`config.mk`:
```
export PLATFORM = sky130hd
export DESIGN_NAME = axis_operand_packer
export DESIGN_NICKNAME = d
export VERILOG_FILES = /design/src/rtl/axis_operand_packer.sv
export SDC_FILE = /design/constraint.sdc
export NUM_CORES = 1
export LEC_CHECK = 0
export BUFFER_PORTS_ARGS = -buffer_cell sky130_fd_sc_hd__clkbuf_2
export CAP_MARGIN = 10
export CORE_UTILIZATION = 30
export DETAILED_ROUTE_END_ITERATION = 6
export SETUP_SLACK_MARGIN = 0.2
export SLEW_MARGIN = 15
export SYNTH_ARGS = -nofsm -noshare
export SYNTH_HDL_FRONTEND = slang
export SYNTH_SLANG_ARGS = --single-unit
```
`constraint.sdc`:
```
create_clock -name aclk -period 3.8 [get_ports aclk]
set_input_delay 0.95 -clock aclk [delete_from_list [all_inputs] [get_ports aclk]]
set_output_delay 0.95 -clock aclk [all_outputs]
set_load 0.02 [all_outputs]
```
`src/rtl/axis_operand_packer.sv`:
```
// axis_operand_packer
// Pairs consecutive 32-bit words from an AXI-Stream slave into one 64-bit
// operand beat {a, b} on an AXI-Stream master. The first word of a pair is
// operand a (upper half) and the second is operand b (lower half). A packet
// that ends on an operand a is padded with a zero b operand and flagged
// through pad_event. beats_sent counts completed output handshakes.
module axis_operand_packer #(
  parameter int C_S_AXIS_TDATA_WIDTH = 32,
  parameter int C_M_AXIS_TDATA_WIDTH = 2 * C_S_AXIS_TDATA_WIDTH,
  parameter int CNT_WIDTH            = 16
) (
  input  logic                            aclk,
  input  logic                            areset,
  input  logic [C_S_AXIS_TDATA_WIDTH-1:0] s_axis_tdata,
  input  logic                            s_axis_tvalid,
  output logic                            s_axis_tready,
  input  logic                            s_axis_tlast,
  output logic [C_M_AXIS_TDATA_WIDTH-1:0] m_axis_tdata,
  output logic                            m_axis_tvalid,
  input  logic                            m_axis_tready,
  output logic                            m_axis_tlast,
  output logic                            pad_event,
  output logic [CNT_WIDTH-1:0]            beats_sent
);

  typedef enum logic {
    ST_HI,
    ST_LO
  } state_t;

  state_t                          state, state_next;
  logic [C_S_AXIS_TDATA_WIDTH-1:0] hold_q, hold_next;
  logic [C_M_AXIS_TDATA_WIDTH-1:0] tdata_q, tdata_next;
  logic                            tvalid_q, tvalid_next;
  logic                            tlast_q, tlast_next;
  logic                            pad_q, pad_next;
  logic [CNT_WIDTH-1:0]            cnt_q;
  logic                            slot_free;
  logic                            acc;

  // The output slot is free when it is empty or being drained this cycle;
  // tready depends only on registered state and downstream ready.
  always_comb begin
    slot_free     = !tvalid_q || m_axis_tready;
    s_axis_tready = slot_free;
    acc           = s_axis_tvalid && slot_free;
  end

  // Next-state and output-register logic: a load always wins over a drain,
  // so a simultaneous consume and load keeps tvalid high with the new beat.
  always_comb begin
    state_next  = state;
    hold_next   = hold_q;
    tdata_next  = tdata_q;
    tvalid_next = tvalid_q;
    tlast_next  = tlast_q;
    pad_next    = 1'b0;

    if (tvalid_q && m_axis_tready) begin
      tvalid_next = 1'b0;
      tlast_next  = 1'b0;
    end

    unique case (state)
      ST_HI: begin
        if (acc) begin
          if (s_axis_tlast) begin
            tdata_next  = {s_axis_tdata, {C_S_AXIS_TDATA_WIDTH{1'b0}}};
            tvalid_next = 1'b1;
            tlast_next  = 1'b1;
            pad_next    = 1'b1;
          end else begin
            hold_next  = s_axis_tdata;
            state_next = ST_LO;
          end
        end
      end
      ST_LO: begin
        if (acc) begin
          tdata_next  = {hold_q, s_axis_tdata};
          tvalid_next = 1'b1;
          tlast_next  = s_axis_tlast;
          state_next  = ST_HI;
        end
      end
      default: state_next = ST_HI;
    endcase
  end

  // State, hold and output registers; reset drops any partial pair or beat.
  always_ff @(posedge aclk) begin
    if (areset) begin
      state    <= ST_HI;
      hold_q   <= '0;
      tdata_q  <= '0;
      tvalid_q <= 1'b0;
      tlast_q  <= 1'b0;
      pad_q    <= 1'b0;
    end else begin
      state    <= state_next;
      hold_q   <= hold_next;
      tdata_q  <= tdata_next;
      tvalid_q <= tvalid_next;
      tlast_q  <= tlast_next;
      pad_q    <= pad_next;
    end
  end

  // Sent-beat counter, wrapping naturally at its width.
  always_ff @(posedge aclk) begin
    if (areset) begin
      cnt_q <= '0;
    end else if (tvalid_q && m_axis_tready) begin
      cnt_q <= cnt_q + 1'b1;
    end
  end

  assign m_axis_tdata  = tdata_q;
  assign m_axis_tvalid = tvalid_q;
  assign m_axis_tlast  = tlast_q;
  assign pad_event     = pad_q;
  assign beats_sent    = cnt_q;

endmodule
```
==> impl_metrics.csv <==
group,metric,value,unit
final_layout,final_net_count,635,
final_layout,final_common_cell,"clkbuf_2",
synthesis,syn_avg_cell_area,9.14,um^2
timing,finalSetupViolCount,0,
die,fp.dieArea,0.0155,mm^2
placed_design,hpwl,7.49,mm
synthesis,synthesis.nets,529,
pwr,p_leak,2.28,nW
synthesis,synth_top_flop_cell,"dfxtp_1",
status,status,"completed",
timing,final.period_utilization,65.6,%
drt,ant_nets,0,
pwr,powerDensity,554,mW/mm^2
timing,rsz0062_at_grt,"no",
synthesis,synth_edf_count,0,
timing,tightest_slew,0.852,ns
clocking,cts.sinks,116,
synthesis,syn_inst,491,
hold_path,worstHoldEndpoint,"hold_q[28]",
global_routing,grt_pass1_wl,18.7,mm
placed_design,gp_congestion,0.725,
synthesis,ys_warn_count,0,
clocking,worstSkewPairLatency,0.41,ns
timing,max_slew_margin,43.2,%
placed_design,portBuffers,120,
placed_design,pre_cts_ws,1.11,ns
critical_path,arrival,1.54,ns
drt,drcViolationCount,0,
timing,finalHoldViolations,0,
critical_path,worstSetupEndpointType,"output port",
final_layout,diodes,0,
hold_path,hp-class,"reg -> reg",
clocking,cts-htree-levels,4,
critical_path,r2r_cells,5,
synthesis,synth-async-reset-ratio,0,%
die,initial_core_util,30.8,%
hold_path,hp-start,"hold_q[28]",
drt,vias,3830,
timing,fin_setup_tns,0,ns
final_layout,final_layout_size_suffix_gt1_share,26.8,%
synthesis,yosys.area.top_type,"dfxtp_1",
synthesis,ys_top_cells_by_area,"dfxtp_1 (52%), mux2i_1 (7.1%), nor2_1 (6.4%)",
final_layout,nFillCells,1467,
timing,slew_viol_final,0,
global_routing,antenna_found_initial,0,
global_routing,overflow,0,
clocking,clock_path_buffers,2,
final_layout,syn2layout_area_growth,27.7,%
final_layout,layout_common_cells,"clkbuf_2 (119), dfxtp_1 (115), nor2_1 (77)",
die,die_width,124,um
timing,clock.fmax,0.401,GHz
drt,wl_per_cell,14.1,um
drt,avgViaCountPerCell,4.83,
timing,skew,0.00662,ns
clocking,root_buffer,"clkbuf_16",
critical_path,worstPathRequired,2.85,ns
drt,drt-initial-drc-count,188,
die,die_y,124,um
synthesis,synth_cell_types,30,
critical_path,critPathLaunchType,"primary input",
global_routing,grt_pass1_vias,3661,
timing,setup_ws,1.31,ns
synthesis,synth_area,0.00449,mm^2
critical_path,path_max_fanout,7,
clocking,post-cts-setup-buffer-count,0,
clocking,cts_hold_buf,0,
drt,totalWireLength,11.2,mm
timing,fin_crit,2.49,ns
clocking,cts_made_buffers,17,
global_routing,grt_max_degree,117,
clocking,cts.clk_slew.worst_paths,0.05,ns
hold_path,hold_depth,2,
run,drv_cap,0,
critical_path,regToRegEndpoint,"m_axis_tdata[14]",
die,boundaryPins,121,
synthesis,synth_top_area_share,51.7,%
pwr,vdd_ir_drop_max,0.227,mV
synthesis,yosys_register_bits,116,
critical_path,worstSetupPathType,"in -> out",
clocking,post_cts_resized,0,
die,rows,44,
critical_path,timing.rr.start,"state",
critical_path,rrSetupSlack,1.71,ns
drt,first_pass_iters,4,
global_routing,track_usage,15.2,%
synthesis,ys_seq_area_share,51.7,%
critical_path,critPathLaunch,"m_axis_tready",
clocking,cts_tree,"built",
die,core,0.0146,mm^2
layer usage:
| metal | routed length, um | GRT usage [%] | vias to the layer above |
|---|---|---|---|
| li1 | - | - | 1920 |
| met1 | 5270 | 18.5 | 1800 |
| met2 | 5260 | 24.6 | 97 |
| met3 | 526 | 5.03 | 13 |
| met4 | 165 | 5.74 | 0 |
| met5 | 0 | 0 | - |
stage by stage:
| stage | util (%) | hold WS (ns) | total power, mW | cells | cell area [um^2] |
|---|---|---|---|---|---|
| floorplan | - | 0.436 | 1.53 | 491 | 4490 |
| global placement | 35.2 | 0.441 | 1.62 | 762 | 5140 |
| detailed placement | 35.2 | 0.446 | 1.63 | 762 | 5140 |
| CTS | 39.3 | 0.453 | 3.21 | 793 | 5730 |
| global route | 39.3 | 0.467 | 3.31 | 793 | 5730 |
| finish | 39.3 | 0.452 | 3.18 | 793 | 5730 |
cell families (layout without fill, tap and decap cells):
group           count (synthesis)  after routing  synth area share, %
buf+inv                        44            162                 5.88
mux                            32             32                 7.14
fa+ha+maj                       1              1                0.279
xor+xnor                       12             12                 2.34
flops                         116            116                 51.7
simple gates                  177            177                 16.8
compound gates                109            109                 15.8
worst max-delay path, cell delays in order:
cell      delay [ns]
clkbuf_2        0.15
nor2b_4         0.20
inv_2           0.09
clkbuf_2        0.16
Yosys cell counts, types with 6 or more instances:
cell type and number:
a211oi_1 32, nand2_1 70, nor2_1 77, a21oi_1 40, xnor2_1 8, clkbuf_1 17
a22oi_1 31, mux2i_1 32, buf_2 7, buf_4 7, nand3_1 6, dfxtp_1 116
registers in the layout, indices dropped and copies added (netlist names):
signal and cells:
pad_event 1, hold_q 32, m_axis_tvalid 1, m_axis_tlast 1, beats_sent 16, state 1, m_axis_tdata 64
area by class of cell:
cell class	instances	area (um^2)	area share [%]
Timing Repair Buffer	126	664	11.6
Multi-Input combinational cell	331	1910	33.3
Clock inverter	9	103	1.79
Sequential cell	116	2320	40.5
Tap cell	184	230	4.02
Inverter	5	18.8	0.328
Clock buffer	22	484	8.45
how the worst max path moves through the flow:
stage / end / slack (ns) / cells past startpoint
floorplan: s_axis_tready / 1.65 / 2
global placement: hold_q[24] / 1.17 / 6
detailed placement: hold_q[6] / 1.11 / 6
CTS: s_axis_tready / 1.30 / 4
global route: s_axis_tready / 1.25 / 4
finish: s_axis_tready / 1.31 / 4
where the power goes:
part / internal, mW / switching, mW / total, mW
combinational: 0.102 / 0.196 / 0.299
sequential: 1.27 / 0.0303 / 1.30
clock: 1.02 / 0.549 / 1.57
No activity file was read; power rests on OpenSTA's default activity.
